`config.mk`:
```
export PLATFORM = sky130hd
export DESIGN_NAME = step_sequencer
export DESIGN_NICKNAME = d
export VERILOG_FILES = /design/src/rtl/step_sequencer.sv
export SDC_FILE = /design/constraint.sdc
export NUM_CORES = 1
export LEC_CHECK = 0
export CORE_UTILIZATION = 52
export DETAILED_ROUTE_END_ITERATION = 16
export GPL_TIMING_DRIVEN = 1
export PLACE_DENSITY = 0.89
export SKIP_LAST_GASP = 1
export SLEW_MARGIN = 10
export SYNTH_ARGS = -nofsm -noshare
export SYNTH_HDL_FRONTEND = slang
export SYNTH_SLANG_ARGS = --single-unit
```
`constraint.sdc`:
```
create_clock -name i_clk -period 1.9 [get_ports i_clk]
set_input_delay 0.38 -clock i_clk [delete_from_list [all_inputs] [get_ports i_clk]]
set_output_delay 0.38 -clock i_clk [all_outputs]
set_load 0.01 [all_outputs]
```
`src/rtl/step_sequencer.sv`:
```
// Step/run advance controller for a 6-state light FSM: free-running prescaled
// TH strobes, debounced single-step button, wrap counting and illegal-state flag.
module step_sequencer #(
    parameter int unsigned DIV_BASE = 16
) (
    input  logic       i_clk,
    input  logic       i_reset,
    input  logic       i_run,
    input  logic       i_step_btn,
    input  logic [1:0] i_div_sel,
    input  logic [2:0] i_state_in,
    output logic       o_th,
    output logic       o_wrap,
    output logic [3:0] o_wrap_cnt,
    output logic       o_busy,
    output logic       o_err
);

    localparam int unsigned PW = $clog2(8 * DIV_BASE);
    localparam logic [2:0] LAST_STATE = 3'b101;

    typedef enum logic [1:0] {
        S_IDLE,
        S_RUNNING,
        S_STEP,
        S_WAIT_REL
    } state_t;

    state_t          r_state;
    logic [PW-1:0]   r_presc;
    logic [PW-1:0]   r_period_m1;
    logic            r_th;
    logic            r_busy;
    logic            r_wrap;
    logic [3:0]      r_wrap_cnt;
    logic            r_err;

    logic            r_btn_meta;
    logic            r_btn_sync;
    logic            r_btn_prev;
    logic [1:0]      r_fill;
    logic            r_armed;

    logic [PW-1:0]   w_period_m1;
    logic            w_step_req;
    logic            w_wrap_hit;
    logic            w_illegal;

    // Interval length minus one for the currently selected divider
    assign w_period_m1 = PW'((DIV_BASE << i_div_sel) - 32'd1);

    // Button synchronizer; r_fill marks when r_btn_sync holds a real sample so a
    // button held through reset never looks like a fresh press.
    always_ff @(posedge i_clk or posedge i_reset) begin
        if (i_reset) begin
            r_btn_meta <= 1'b0;
            r_btn_sync <= 1'b0;
            r_btn_prev <= 1'b0;
            r_fill     <= 2'b00;
            r_armed    <= 1'b0;
        end else begin
            r_btn_meta <= i_step_btn;
            r_btn_sync <= r_btn_meta;
            r_btn_prev <= r_btn_sync;
            r_fill     <= {r_fill[0], 1'b1};
            if (r_fill[1] && !r_btn_sync) begin
                r_armed <= 1'b1;
            end
        end
    end

    assign w_step_req = r_armed & r_btn_sync & ~r_btn_prev;

    // Controller FSM with registered TH and BUSY
    always_ff @(posedge i_clk or posedge i_reset) begin
        if (i_reset) begin
            r_state     <= S_IDLE;
            r_presc     <= '0;
            r_period_m1 <= PW'(DIV_BASE - 32'd1);
            r_th        <= 1'b0;
            r_busy      <= 1'b0;
        end else begin
            r_th <= 1'b0;
            case (r_state)
                S_IDLE: begin
                    r_presc <= '0;
                    if (i_run) begin
                        r_state     <= S_RUNNING;
                        r_period_m1 <= w_period_m1;
                        r_busy      <= 1'b1;
                    end else if (w_step_req) begin
                        r_state <= S_STEP;
                        r_th    <= 1'b1;
                        r_busy  <= 1'b1;
                    end else begin
                        r_busy <= 1'b0;
                    end
                end
                S_RUNNING: begin
                    if (!i_run) begin
                        r_state <= S_IDLE;
                        r_presc <= '0;
                        r_busy  <= 1'b0;
                    end else if (r_presc == r_period_m1) begin
                        r_presc     <= '0;
                        r_th        <= 1'b1;
                        r_period_m1 <= w_period_m1;
                    end else begin
                        r_presc <= r_presc + PW'(1);
                    end
                end
                S_STEP: begin
                    r_state <= S_WAIT_REL;
                end
                S_WAIT_REL: begin
                    if (!r_btn_sync) begin
                        r_state <= S_IDLE;
                        r_busy  <= 1'b0;
                    end
                end
                default: begin
                    r_state <= S_IDLE;
                    r_presc <= '0;
                    r_busy  <= 1'b0;
                end
            endcase
        end
    end

    assign w_wrap_hit = r_th && (i_state_in == LAST_STATE);
    assign w_illegal  = i_state_in[2] & i_state_in[1];

    // Wrap detection and sticky illegal-state flag
    always_ff @(posedge i_clk or posedge i_reset) begin
        if (i_reset) begin
            r_wrap     <= 1'b0;
            r_wrap_cnt <= 4'd0;
            r_err      <= 1'b0;
        end else begin
            r_wrap <= w_wrap_hit;
            if (w_wrap_hit) begin
                r_wrap_cnt <= r_wrap_cnt + 4'd1;
            end
            if (w_illegal) begin
                r_err <= 1'b1;
            end
        end
    end

    assign o_th       = r_th;
    assign o_busy     = r_busy;
    assign o_wrap     = r_wrap;
    assign o_wrap_cnt = r_wrap_cnt;
    assign o_err      = r_err;

endmodule

```
=== Word-level counts from Yosys, hierarchy flattened ===
Cells that the tools add are included.

* Add/subtract/negate cells: 3
* Equal/unequal tests: 11
* Shift-type cells: 1
* Mux-type cells: 21
* Bitwise operators: 4
* Reduce and logical (&&, ||, !) cells: 9

{| class="wikitable"
|+ Operators by type and width
! kind !! number
|-
| $mux W7 || 5
|-
| $pmux W7 S2 || 2
|-
| $ne A2 B2 Y1 const B || 5
|-
| $mux W2 || 4
|-
| $pmux W2 S4 || 1
|-
| $add A7 B1 Y7 const B || 1
|-
| $eq A7 B7 Y1 || 1
|-
| $mux W1 || 7
|-
| $shl A5 B2 Y7 const A || 1
|-
| $sub A7 B1 Y7 const B || 1
|-
| $reduce_and A3 Y1 || 2
|-
| $add A4 B1 Y4 const B || 1
|-
| $eq A2 B2 Y1 const B || 2
|-
| $reduce_and A4 Y1 || 1
|-
| $and A1 B1 Y1 || 3
|-
| $eq A3 B3 Y1 const B || 1
|-
| $ne A3 B3 Y1 const B || 1
|-
| $pmux W1 S3 || 1
|-
| $reduce_bool A3 Y1 || 1
|-
| $eq A2 B1 Y1 const B || 1
|-
| $logic_and A1 B1 Y1 || 2
|-
| $logic_not A2 Y1 || 1
|-
| $pmux W1 S2 || 1
|-
| $reduce_bool A2 Y1 || 1
|-
| other kinds (2) || 2
|}

* Bits in registers: 30
* Bits of input ports: 9
* Output and inout bits: 8
* Word-level logic and storage cells: 62

=== Depth between registers and ports, before layout ===
Gate-level depths: netlist (run 1).

* Depth in word-level cells: 5
* Gate-level depth with buffers: 5
* Mapped depth without buffers: 5

=== Worst setup path before layout (run 1) ===
Ideal clock, no wire load.

* Path kind: flip-flop to flip-flop
* Start point: register r_presc[0]
* End point: register r_period_m1[5]
* Setup time: 0.125 ns
* Arrival: 1.431 ns
* Required time: 1.775 ns
* Setup slack: 0.344 ns
* Cell stages (with the launch flop): 6
* Buffers on the path: 0
* Period minus slack after synthesis: 1.556 ns
* Path through: dfrtp_1 -> ha_1 -> nand3_2 -> nor4_2 -> o21ai_2 -> mux2_4

* Word-level cells in the longest chain between the ends: 3

{| class="wikitable"
|+ Ends and longest elaborated chain
! element !! RTL line !! text
|-
| from (decl) || 30 || <nowiki>logic [PW-1:0] r_presc;</nowiki>
|-
| from (signal assigned) || 109 || <nowiki>r_presc <= r_presc + PW'(1);</nowiki>
|-
| $eq A7 B7 Y1 || 104 || <nowiki>end else if (r_presc == r_period_m1) begin</nowiki>
|-
| $ne A2 B2 Y1 (no source line) || n/a ||
|-
| $reduce_and A4 Y1 (no source line) || n/a ||
|-
| to (signal assigned) || 79 || <nowiki>r_period_m1 <= PW'(DIV_BASE - 32'd1);</nowiki>
|-
| to (signal assigned) || 89 || <nowiki>r_period_m1 <= w_period_m1;</nowiki>
|-
| to (signal assigned) || 107 || <nowiki>r_period_m1 <= w_period_m1;</nowiki>
|-
| to (decl) || 31 || <nowiki>logic [PW-1:0] r_period_m1;</nowiki>
|}

Every way passes these cells.
A chain may end at the register's enable or synchronous reset.

=== Worst setup path in the final report (run 1) ===
Ends and elaborated chain as after synthesis.

==> impl_metrics.prom, run 1 <==
# TYPE chip_impl_metric gauge
chip_impl_info{name="run_status",value="finished, final reports clean"} 1
chip_impl_metric{name="finalNonFillerCells",unit=""} 147
chip_impl_metric{name="first_global_vias",unit=""} 751
chip_impl_info{name="worstPathCellList",value="ha_1, nand3_2, nor4_2, o21ai_2, mux2_4"} 1
chip_impl_info{name="critPathCaptureType",value="flop"} 1
chip_impl_metric{name="clk_latency",unit="ps"} 320
chip_impl_metric{name="postCtsSetupBuffers",unit=""} 0
chip_impl_metric{name="detailedRoute.firstIterationViolations",unit=""} 17
chip_impl_info{name="library_cell_used_as_clock_root_buffer",value="sky130_fd_sc_hd__clkbuf_4"} 1
chip_impl_metric{name="met3WireLength",unit="um"} 66
chip_impl_metric{name="std_cell_rows",unit=""} 16
chip_impl_metric{name="synth_nets",unit=""} 112
chip_impl_metric{name="post-place-ws",unit="ps"} 129
chip_impl_metric{name="clock.fmax",unit="MHz"} 573
chip_impl_metric{name="post_route_cells_drive_above_1_share",unit="%"} 11.7
chip_impl_metric{name="clock_sinks",unit=""} 26
chip_impl_metric{name="die_w",unit="um"} 48.6
chip_impl_metric{name="cts_max_path_buffers",unit=""} 2
chip_impl_metric{name="final.setup.worst_slack",unit="ps"} 153
chip_impl_metric{name="dp_hpwl",unit="um"} 1420
chip_impl_metric{name="p_per_area",unit="nW/um2"} 886
chip_impl_metric{name="synth.lib_cells_used.distinct",unit=""} 33
chip_impl_metric{name="post_dp_cell_area",unit="um2"} 1330
chip_impl_metric{name="cts.reportedPaths.clkPinSlew",unit="ps"} 130
chip_impl_metric{name="critical_path_required",unit="ps"} 2130
chip_impl_metric{name="numPortBuffers",unit=""} 16
chip_impl_metric{name="remaining_routing_drc_violations",unit=""} 0
chip_impl_metric{name="nNetsFinal",unit=""} 132
chip_impl_metric{name="multi_input_comb_area",unit="um2"} 444
chip_impl_metric{name="worst_ep_arrival_time",unit="ps"} 1970
chip_impl_info{name="synth.largest_area_cell",value="sky130_fd_sc_hd__dfrtp_1"} 1
chip_impl_metric{name="initial_utilization",unit="%"} 56.4
chip_impl_metric{name="synthesis.area_per_instance",unit="um2"} 11.2
chip_impl_metric{name="synth_seq_cells",unit=""} 26
chip_impl_metric{name="ys_async_sr_fraction",unit="%"} 100
chip_impl_metric{name="globalRouteTotalUtil",unit="%"} 18.1
chip_impl_metric{name="setup-tns-final",unit="ps"} 0
chip_impl_info{name="holdCritPathClass",value="flop to flop"} 1
chip_impl_metric{name="detail_route.vias_per_cell",unit=""} 5.46
chip_impl_metric{name="fin_max_slew_vios",unit=""} 0
chip_impl_metric{name="total_leakage_power",unit="nW"} 0.631
chip_impl_metric{name="maxCapViolCount",unit=""} 0
chip_impl_metric{name="wl_met1",unit="um"} 841
chip_impl_metric{name="grt_antenna_before_repair",unit=""} 0
chip_impl_metric{name="numPlacedInstances",unit=""} 143
chip_impl_metric{name="syn2layout_area_growth",unit="%"} 22.7
chip_impl_metric{name="final_core_utilization",unit="%"} 69.3
chip_impl_info{name="criticalPathCategory",value="flop to flop"} 1
chip_impl_metric{name="synth_edf_count",unit=""} 0
chip_impl_metric{name="timing.critical_path.slowest_cell_delay",unit="ps"} 410
chip_impl_metric{name="period_needed",unit="ps"} 1750
chip_impl_metric{name="final_hold_viol_count",unit=""} 0
chip_impl_metric{name="ant_nets",unit=""} 0
chip_impl_info{name="grt_setup_unrepaired",value="no"} 1
chip_impl_metric{name="drt-wirelength-per-cell",unit="um"} 13.5
chip_impl_metric{name="detailroute.wirelength.met2",unit="um"} 1040
chip_impl_metric{name="finalSetupViolCount",unit=""} 0
chip_impl_metric{name="post_synth_instance_area",unit="um2"} 1130
chip_impl_metric{name="routabilityCongestion",unit=""} 0.742
chip_impl_metric{name="crit_fanout",unit=""} 5
chip_impl_metric{name="post-route-period-util",unit="%"} 91.9
chip_impl_metric{name="layout.cell_area.non_filler",unit="um2"} 1390
chip_impl_metric{name="wirelength",unit="um"} 1980
chip_impl_metric{name="ff_latch_area",unit="um2"} 651
chip_impl_info{name="ys_top_cells_by_area",value="sky130_fd_sc_hd__dfrtp_1 58%, sky130_fd_sc_hd__o21ai_0 3.5%, sky130_fd_sc_hd__xor2_1 3.1%"} 1
chip_impl_metric{name="design.die.area",unit="um2"} 2360
chip_impl_metric{name="netlist_instances",unit=""} 101
chip_impl_info{name="setup.worst_path.start_class",value="flop"} 1
chip_impl_metric{name="synth_seq_area_share",unit="%"} 57.6
chip_impl_metric{name="wire_length_of_the_first_global_routing_pass",unit="um"} 3240
chip_impl_info{name="ys.flop_type",value="sky130_fd_sc_hd__dfrtp_1"} 1
chip_impl_info{name="critPathSlowestCell",value="sky130_fd_sc_hd__dfrtp_1"} 1
chip_impl_metric{name="floorplan.die.height",unit="um"} 48.6
chip_impl_metric{name="worst_vdd_rail_ir_drop",unit="mV"} 0.707
chip_impl_metric{name="layout.filler_cells",unit=""} 157
chip_impl_metric{name="finalClockSkew",unit="ps"} 1.91
chip_impl_metric{name="detail_route.first_pass.iterations",unit=""} 4
chip_impl_metric{name="insertedDiodeCount",unit=""} 0
chip_impl_metric{name="fp.coreArea",unit="um2"} 2000
chip_impl_info{name="highest-signal-layer",value="met4"} 1
chip_impl_metric{name="yosys.area.top_type_share",unit="%"} 57.6
chip_impl_metric{name="synth-warning-count",unit=""} 0
chip_impl_metric{name="total_clock_buffers_created_by_cts",unit=""} 3
chip_impl_metric{name="ctsHtreeMaxLevel",unit=""} 1
chip_impl_metric{name="grt_max_degree",unit=""} 27
chip_impl_metric{name="ios",unit=""} 17
chip_impl_metric{name="cts_hold_repair.buffers",unit=""} 0
chip_impl_info{name="clock_tree_from_tritoncts",value="yes"} 1
chip_impl_metric{name="vias",unit=""} 803
chip_impl_metric{name="grt_overflow",unit=""} 0
[cells by family after synthesis]
kind of cell	after synthesis	share of synthesized area, %
AND/OR/NAND/NOR	29	14.7
flip-flops	26	57.6
AO/OA/AOI/OAI	22	12.6
buffers and inverters	11	3.77
XOR/XNOR	6	4.65
multiplexers	4	4.10
adder cells (fa/ha/maj)	2	2.21
other	1	0.332
[cells in the mapped netlist, types with 4 or more instances]
cell type                 count
sky130_fd_sc_hd__inv_1        8
sky130_fd_sc_hd__dfrtp_1     26
sky130_fd_sc_hd__nor2_1       7
sky130_fd_sc_hd__nand2_1      7
sky130_fd_sc_hd__o21ai_0      8
sky130_fd_sc_hd__a21oi_1      4
sky130_fd_sc_hd__or3_1        4
sky130_fd_sc_hd__xor2_1       4
[final timing paths]
| check | end | startpoint | slack (ps) | depth (start not counted) |
|---|---|---|---|---|
| max | r_period_m1[5] | r_presc[0] | 150 | 5 |
| min | r_btn_sync | r_btn_meta | 370 | 0 |
| max reg2reg | r_period_m1[5] | r_presc[0] | 150 | 5 |
| min reg2reg | r_btn_sync | r_btn_meta | 370 | 0 |
| max in group asynchronous | r_presc[4] | i_reset | 1280 | 3 |
| min in group asynchronous | r_btn_sync | i_reset | 380 | 3 |
[cell usage in the layout, fill, tap and decap left out, types with 2 or more instances in the layout]
master                            instances
sky130_fd_sc_hd__or3_1                    4
sky130_fd_sc_hd__inv_1                    8
sky130_fd_sc_hd__nand3_1                  2
sky130_fd_sc_hd__clkbuf_4                 3
sky130_fd_sc_hd__buf_4                    2
sky130_fd_sc_hd__a22o_1                   2
sky130_fd_sc_hd__dfrtp_1                 26
sky130_fd_sc_hd__clkdlybuf4s50_1         16
sky130_fd_sc_hd__ha_1                     2
sky130_fd_sc_hd__xnor2_1                  2
sky130_fd_sc_hd__a21oi_1                  4
sky130_fd_sc_hd__a31oi_1                  2
sky130_fd_sc_hd__xor2_1                   4
sky130_fd_sc_hd__mux2i_1                  2
sky130_fd_sc_hd__nor2_1                   7
sky130_fd_sc_hd__nand2_1                  7
sky130_fd_sc_hd__a21o_1                   2
sky130_fd_sc_hd__o21ai_0                  8
[registers in the layout (all words and copies together), names as in the netlist]
signal       count
r_btn_sync       1
r_btn_prev       1
r_period_m1      3
o_busy           1
o_err            1
r_btn_meta       1
r_presc          7
r_fill           2
r_armed          1
o_wrap           1
o_th             1
r_state          2
o_wrap_cnt       4
[stage by stage]
step	total power [W]	hold slack (ps)
floorplan	0.000776	331
global placement	0.000846	336
detailed placement	0.000859	340
CTS	0.00122	371
global route	0.00128	377
finish	0.00123	369
[per-layer routing]
layer | up-vias | track usage, %
met5 | - | 0
met4 | 0 | 7.35
met3 | 3 | 3.77
met2 | 24 | 31.3
met1 | 389 | 21.8
li1 | 387 | -
[layout make-up]
cell class / count / share of cell area [%]
tap: 27 / 2.44
sequential: 26 / 46.9
clock inverter: 1 / 2.17
timing repair buffer: 18 / 12.6
multi-input combinational: 64 / 32.0
clock buffer: 3 / 1.62
inverter: 8 / 2.17
[repair_timing]
action	4_1_cts	5_1_grt
gates resized for setup	0	1
endpoints found under the hold margin	0	0
setup endpoints to repair	0	1
[power breakdown]
group	switching (W)	total, W	internal, W
clock network	0.000161	0.000374	0.000214
logic	0.0000978	0.000199	0.000101
registers	0.0000521	0.000655	0.000603
[critical path: cells and delay by family (launching register included)]
kind,cells,cell delay [ps]
AND/OR/NAND/NOR,2,520
flip-flops,1,410
multiplexers,1,310
adder cells (fa/ha/maj),1,260
AO/OA/AOI/OAI,1,140
Power figures use the tool's default switching activity.
==> run 2, diff against run 1 <==
==> constraint.sdc (replaced) <==
create_clock -name i_clk -period 1.63 [get_ports i_clk]
set_input_delay 0.326 -clock i_clk [delete_from_list [all_inputs] [get_ports i_clk]]
set_output_delay 0.326 -clock i_clk [all_outputs]
set_load 0.01 [all_outputs]
==> run 2 against run 1 <==
Via count grew 6.4%. Critical endpoint is now r_presc[6]. Worst hold slack got worse by 49 ps. Maximum frequency is 8.8% higher.
==> impl_metrics.prom, run 2 (synthesized netlist as in run 1, its figures left out) <==
# TYPE chip_impl_metric gauge
chip_impl_info{name="globalRoute.busiestLayer",value="met2"} 1
chip_impl_metric{name="total_power",unit="W"} 0.00149
chip_impl_info{name="clock_tree_from_tritoncts",value="yes"} 1
chip_impl_metric{name="final_core_utilization",unit="%"} 74.7
chip_impl_metric{name="insertedDiodeCount",unit=""} 0
chip_impl_metric{name="maxCapViolCount",unit=""} 0
chip_impl_metric{name="clock_sinks",unit=""} 26
chip_impl_metric{name="fin_max_slew_vios",unit=""} 0
chip_impl_metric{name="grt_max_degree",unit=""} 27
chip_impl_metric{name="vias",unit=""} 854
chip_impl_metric{name="fp.coreArea",unit="um2"} 2000
chip_impl_metric{name="largest_register_ff_count",unit=""} 7
chip_impl_info{name="critPathSlowestCell",value="sky130_fd_sc_hd__dfrtp_1"} 1
chip_impl_info{name="library_cell_used_as_clock_root_buffer",value="sky130_fd_sc_hd__clkbuf_4"} 1
chip_impl_metric{name="cts.reportedPaths.clkPinSlew",unit="ps"} 130
chip_impl_info{name="critPathCaptureType",value="flop"} 1
chip_impl_metric{name="p_per_area",unit="nW/um2"} 994
chip_impl_metric{name="ctsHtreeMaxLevel",unit=""} 1
chip_impl_info{name="layout.cells.most_common_list",value="26 x sky130_fd_sc_hd__dfrtp_1, 15 x sky130_fd_sc_hd__clkdlybuf4s50_1, 14 x sky130_fd_sc_hd__buf_4"} 1
chip_impl_metric{name="worst_ep_arrival_time",unit="ps"} 1860
chip_impl_metric{name="finalNonFillerCells",unit=""} 159
chip_impl_metric{name="clock.fmax",unit="MHz"} 623
chip_impl_metric{name="ant_nets",unit=""} 0
chip_impl_metric{name="globalRouteTotalUtil",unit="%"} 20.2
chip_impl_metric{name="multi_input_comb_area",unit="um2"} 460
chip_impl_info{name="run_status",value="finished, final reports clean"} 1
chip_impl_info{name="grt_setup_unrepaired",value="yes"} 1
chip_impl_info{name="max_flop_register",value="r_presc"} 1
chip_impl_metric{name="ff_latch_area",unit="um2"} 651
chip_impl_metric{name="clk_latency",unit="ps"} 320
chip_impl_metric{name="post-route-period-util",unit="%"} 98.5
chip_impl_info{name="worstPathCellList",value="ha_2, buf_4, nand2_1, or3_4, or3_1, o21ai_1"} 1
chip_impl_metric{name="routabilityCongestion",unit=""} 0.768
chip_impl_metric{name="crit_fanout",unit=""} 3
chip_impl_metric{name="numPortBuffers",unit=""} 16
chip_impl_metric{name="grt_overflow",unit=""} 0
chip_impl_metric{name="wire_length_of_the_first_global_routing_pass",unit="um"} 3700
chip_impl_metric{name="detail_route.vias_per_cell",unit=""} 5.37
chip_impl_info{name="setup.worst_path.start_class",value="flop"} 1
chip_impl_info{name="holdCritPathClass",value="primary input to asynchronous set/reset pin"} 1
chip_impl_metric{name="total_leakage_power",unit="nW"} 0.711
chip_impl_metric{name="post_route_cells_drive_above_1_share",unit="%"} 21.2
chip_impl_metric{name="die_w",unit="um"} 48.6
chip_impl_metric{name="globalRouteMet2Util",unit="%"} 36.1
chip_impl_metric{name="detail_route.first_pass.iterations",unit=""} 4
chip_impl_metric{name="std_cell_rows",unit=""} 16
chip_impl_metric{name="period_needed",unit="ps"} 1600
chip_impl_metric{name="grt_antenna_before_repair",unit=""} 0
chip_impl_info{name="crit_path_start",value="r_presc[1]"} 1
chip_impl_metric{name="timing.critical_path.slowest_cell_delay",unit="ps"} 390
chip_impl_metric{name="initial_utilization",unit="%"} 56.4
chip_impl_metric{name="nNetsFinal",unit=""} 144
chip_impl_info{name="criticalPathCategory",value="flop to flop"} 1
chip_impl_metric{name="critical_path_required",unit="ps"} 1880
chip_impl_metric{name="wirelength",unit="um"} 2070
chip_impl_info{name="worstReg2RegStart",value="r_presc[1]"} 1
chip_impl_metric{name="numPlacedInstances",unit=""} 149
chip_impl_metric{name="detailedRoute.firstIterationViolations",unit=""} 9
chip_impl_metric{name="layout.filler_cells",unit=""} 130
chip_impl_metric{name="finalSetupViolCount",unit=""} 0
chip_impl_metric{name="first_global_vias",unit=""} 832
chip_impl_metric{name="design.die.area",unit="um2"} 2360
chip_impl_metric{name="met3_usage",unit="%"} 1.89
chip_impl_metric{name="syn2layout_area_growth",unit="%"} 32.3
chip_impl_metric{name="worst_vdd_rail_ir_drop",unit="mV"} 0.804
chip_impl_metric{name="total_clock_buffers_created_by_cts",unit=""} 3
chip_impl_metric{name="ios",unit=""} 17
chip_impl_metric{name="final_hold_viol_count",unit=""} 0
chip_impl_metric{name="cts_max_path_buffers",unit=""} 2
chip_impl_metric{name="dp_hpwl",unit="um"} 1520
chip_impl_metric{name="remaining_routing_drc_violations",unit=""} 0
chip_impl_info{name="mostFrequentLayoutCell",value="sky130_fd_sc_hd__dfrtp_1"} 1
chip_impl_metric{name="finalClockSkew",unit="ps"} 4.83
chip_impl_metric{name="drt-wirelength-per-cell",unit="um"} 13.0
chip_impl_metric{name="floorplan.die.height",unit="um"} 48.6
chip_impl_metric{name="fraction_of_met1_tracks_used_by_global_routing",unit="%"} 26.0
==> run 2: cell types whose count changed in the layout (fill, tap and decap cells not counted), sizes merged <==
cell and change:
clkdlybuf4s50 -1, dlymetal6s2s +1, buf +12
==> run 2: metal layers <==
metal / vias up / share of wire (%)
li1: 408 / -
met1: 417 / 42
met2: 27 / 53
met3: 2 / 4.0
met4: 0 / 1.4
met5: - / 0
==> run 2: final cells by class <==
cell class                 count  share of cell area [%]
sequential                    26                    43.5
clock buffer                   3                    1.51
clock inverter                 1                    2.01
inverter                       8                    2.01
tap                           27                    2.26
multi-input combinational     64                    30.8
timing repair buffer          30                    17.9
==> run 2: stage by stage <==
stage               instance area, um2  setup TNS (ps)  hold slack (ps)  setup slack, ps
floorplan                         1130               0              331             74.1
global placement                  1370            -104              338            -37.2
detailed placement                1370            -255              343            -92.5
CTS                               1450           -19.3              330            -19.3
global route                      1500           -71.1              384            -69.9
finish                            1500               0              320             25.1
==> run 2: path summary, 6_finish.rpt <==
kind                              end  slack, ps  cells past startpoint
min in group i_clk          r_fill[1]        370                      0
setup / recovery           r_presc[6]         30                      6
hold / removal             r_btn_meta        320                      3
max in group asynchronous  r_presc[5]       1070                      3
setup reg to reg           r_presc[6]         30                      6
hold reg to reg             r_fill[1]        370                      0
==> run 2: worst max-delay path: cells and delay by family, from the launching register on <==
kind	cells	cell delay [ps]
adder cells (fa/ha/maj)	1	210
flip-flops	1	390
AO/OA/AOI/OAI	1	90
buffers and inverters	1	120
AND/OR/NAND/NOR	3	740
==> run 2: power breakdown <==
part | internal [W] | switching (W) | total, W
combinational | 0.000158 | 0.000150 | 0.000307
sequential | 0.000703 | 0.0000440 | 0.000747
clock | 0.000249 | 0.000184 | 0.000433
==> run 2: repair_timing <==
action                                  CTS  global route
resized for setup                         2             4
pin swaps                                 1             2
buffers inserted                          1             5
hold buffers                              0             0
endpoints found under the setup margin    5             8
==> run 3, diff against run 2 <==
--- a/config.mk
+++ b/config.mk
@@ -7,7 +7,7 @@
 export LEC_CHECK = 0
 export CORE_UTILIZATION = 52
 export DETAILED_ROUTE_END_ITERATION = 16
-export GPL_TIMING_DRIVEN = 1
+export GPL_TIMING_DRIVEN = 0
 export PLACE_DENSITY = 0.89
 export SKIP_LAST_GASP = 1
 export SLEW_MARGIN = 10
==> run 3 against run 2 <==
Via count fell by 3.2%. Global-route usage fell by 1.4 points. Utilization fell by 0.25 points. First-iteration DRC count rose by 78%. Worst hold slack improved by 48 ps. Cell area fell by 0.33%. Clock-buffer cell count did not move. Non-clock buffer count fell by 6. Maximum frequency rose by 2.1%.
==> impl_metrics.prom, run 3 (synthesized netlist as in run 1, its figures left out) <==
# TYPE chip_impl_metric gauge
chip_impl_metric{name="grt_max_degree",unit=""} 27
chip_impl_info{name="holdCritPathClass",value="flop to flop"} 1
chip_impl_info{name="critPathSlowestCell",value="sky130_fd_sc_hd__clkdlybuf4s50_1"} 1
chip_impl_info{name="mostFrequentLayoutCell",value="sky130_fd_sc_hd__dfrtp_1"} 1
chip_impl_metric{name="remaining_routing_drc_violations",unit=""} 0
chip_impl_metric{name="ctsHtreeMaxLevel",unit=""} 1
chip_impl_metric{name="insertedDiodeCount",unit=""} 0
chip_impl_metric{name="worst_ep_arrival_time",unit="ps"} 1250
chip_impl_metric{name="wl_met1",unit="um"} 889
chip_impl_metric{name="cts.reportedPaths.clkPinSlew",unit="ps"} 140
chip_impl_metric{name="total_clock_buffers_created_by_cts",unit=""} 3
chip_impl_metric{name="dp_hpwl",unit="um"} 1380
chip_impl_metric{name="floorplan.die.height",unit="um"} 48.6
chip_impl_metric{name="wire_length_of_the_first_global_routing_pass",unit="um"} 3440
chip_impl_metric{name="timing.critical_path.slowest_cell_delay",unit="ps"} 540
chip_impl_metric{name="drt-wirelength-per-cell",unit="um"} 13.7
chip_impl_metric{name="finalClockSkew",unit="ps"} 3.46
chip_impl_metric{name="multi_input_comb_area",unit="um2"} 510
chip_impl_metric{name="power_switching_share",unit="%"} 26.5
chip_impl_metric{name="globalRouteTotalUtil",unit="%"} 18.9
chip_impl_metric{name="die_w",unit="um"} 48.6
chip_impl_metric{name="numPortBuffers",unit=""} 16
chip_impl_metric{name="post-place-ws",unit="ps"} -185
chip_impl_info{name="grt_setup_unrepaired",value="yes"} 1
chip_impl_metric{name="clock.fmax",unit="MHz"} 636
chip_impl_metric{name="post-route-period-util",unit="%"} 96.4
chip_impl_metric{name="first_global_vias",unit=""} 827
chip_impl_metric{name="maxCapViolCount",unit=""} 0
chip_impl_metric{name="fin_max_slew_vios",unit=""} 0
chip_impl_metric{name="worst_slew_margin_rel",unit="%"} 36.4
chip_impl_metric{name="worst_vdd_rail_ir_drop",unit="mV"} 0.820
chip_impl_metric{name="power_report.internal_total",unit="W"} 0.00110
chip_impl_metric{name="pwr-share-seq",unit="%"} 50.1
chip_impl_info{name="setup.worst_path.start_class",value="flop"} 1
chip_impl_info{name="worstPathCellList",value="clkdlybuf4s50_1"} 1
chip_impl_metric{name="initial_utilization",unit="%"} 56.4
chip_impl_metric{name="total_power",unit="W"} 0.00150
chip_impl_metric{name="layout.filler_cells",unit=""} 140
chip_impl_metric{name="final.setup.worst_slack",unit="ps"} 58.6
chip_impl_metric{name="p_per_area",unit="nW/um2"} 1010
chip_impl_info{name="criticalPathCategory",value="flop to output pin"} 1
chip_impl_metric{name="ant_nets",unit=""} 0
chip_impl_metric{name="vias",unit=""} 827
chip_impl_metric{name="largest_register_ff_count",unit=""} 7
chip_impl_metric{name="critical_path_required",unit="ps"} 1300
chip_impl_metric{name="total_leakage_power",unit="nW"} 0.679
chip_impl_metric{name="detail_route.vias_per_cell",unit=""} 5.41
chip_impl_metric{name="routabilityCongestion",unit=""} 0.819
chip_impl_metric{name="crit_fanout",unit=""} 2
chip_impl_metric{name="detail_route.first_pass.iterations",unit=""} 4
chip_impl_metric{name="period_needed",unit="ps"} 1570
chip_impl_metric{name="nNetsFinal",unit=""} 138
chip_impl_metric{name="fp.coreArea",unit="um2"} 2000
chip_impl_metric{name="p_clk_share",unit="%"} 29.1
chip_impl_metric{name="met3WireLength",unit="um"} 57
chip_impl_metric{name="detailroute.wirelength.met2",unit="um"} 1130
chip_impl_info{name="run_status",value="finished, final reports clean"} 1
chip_impl_metric{name="detailedRoute.firstIterationViolations",unit=""} 16
chip_impl_metric{name="clk_latency",unit="ps"} 320
chip_impl_metric{name="std_cell_rows",unit=""} 16
chip_impl_metric{name="finalSetupViolCount",unit=""} 0
chip_impl_metric{name="final_hold_viol_count",unit=""} 0
chip_impl_metric{name="grt_overflow",unit=""} 0
chip_impl_info{name="critPathCaptureType",value="output pin"} 1
chip_impl_info{name="highest-signal-layer",value="met4"} 1
chip_impl_info{name="layout.cells.most_common_list",value="26 x sky130_fd_sc_hd__dfrtp_1, 15 x sky130_fd_sc_hd__clkdlybuf4s50_1, 8 x sky130_fd_sc_hd__inv_1, 8 x sky130_fd_sc_hd__o21ai_0"} 1
chip_impl_info{name="crit_family",value="buffers and inverters"} 1
chip_impl_metric{name="clock_sinks",unit=""} 26
chip_impl_metric{name="cp.buffers_inverters",unit=""} 1
chip_impl_metric{name="combinationalPowerShare",unit="%"} 20.9
chip_impl_metric{name="ios",unit=""} 17
chip_impl_metric{name="worst_pin_slew",unit="ps"} 953
chip_impl_metric{name="ff_latch_area",unit="um2"} 651
chip_impl_metric{name="design.die.area",unit="um2"} 2360
chip_impl_metric{name="syn2layout_area_growth",unit="%"} 31.9
chip_impl_info{name="clock_tree_from_tritoncts",value="yes"} 1
chip_impl_metric{name="grt_antenna_before_repair",unit=""} 0
chip_impl_info{name="library_cell_used_as_clock_root_buffer",value="sky130_fd_sc_hd__clkbuf_4"} 1
chip_impl_metric{name="post_route_cells_drive_above_1_share",unit="%"} 18.3
chip_impl_info{name="max_flop_register",value="r_presc"} 1
chip_impl_metric{name="power.net_switching",unit="W"} 0.000398
chip_impl_metric{name="cts_max_path_buffers",unit=""} 2
chip_impl_metric{name="wirelength",unit="um"} 2100
[run 3: changes by cell type in the layout (fill, tap and decap cells not counted), sizes merged]
cell    change
clkbuf      +2
buf         -8
[run 3: per-layer routing]
metal  track usage, %  vias to the layer above
li1                 -                      393
met2             36.1                       17
met1             21.8                      413
met4             5.88                        0
met5                0                        -
met3             1.89                        4
[run 3: final timing paths]
check / depth (start not counted) / from / slack, ps / end
worst max-delay path: 1 / o_wrap_cnt[2] / 60 / o_wrap_cnt[2]
worst max register to register: 5 / r_presc[0] / 60 / r_presc[5]
worst min-delay path: 0 / r_fill[0] / 370 / r_fill[1]
min in group asynchronous: 2 / i_reset / 510 / r_fill[0]
worst min register to register: 0 / r_fill[0] / 370 / r_fill[1]
max in group asynchronous: 2 / i_reset / 540 / r_presc[1]
[run 3: area by class of cell]
cell class / instances / share of cell area (%)
Inverter: 8 / 2.02
Clock inverter: 1 / 2.02
Sequential cell: 26 / 43.7
Tap cell: 27 / 2.27
Multi-Input combinational cell: 64 / 34.3
Clock buffer: 3 / 1.51
Buffer: 3 / 0.840
Timing Repair Buffer: 21 / 13.4
[run 3: per-stage QoR]
stage               utilization [%]  area [um2]  cells  TNS, ps  hold slack [ps]
floorplan                         -        1130    101        0              331
global placement               66.1        1320    144     -623              334
detailed placement             66.1        1320    144     -716              341
CTS                            70.8        1420    151        0              372
global route                   74.4        1490    153    -23.3              385
finish                         74.4        1490    153        0              368
[run 3: repair_timing]
action | CTS | global route
buffers inserted | 3 | 2
setup endpoints to repair | 7 | 6
hold buffers | 0 | 0
resized for setup | 3 | 8
pin swaps | 2 | 1
[run 3: power by group through the flow]
stage,Clock (W),Combinational [W],Sequential (W)
global placement,0,0.000226,0.000757
floorplan,0,0.000146,0.000759
detailed placement,0,0.000236,0.000762
CTS,0.000436,0.000283,0.000741
global route,0.000462,0.000344,0.000759
finish,0.000436,0.000314,0.000752
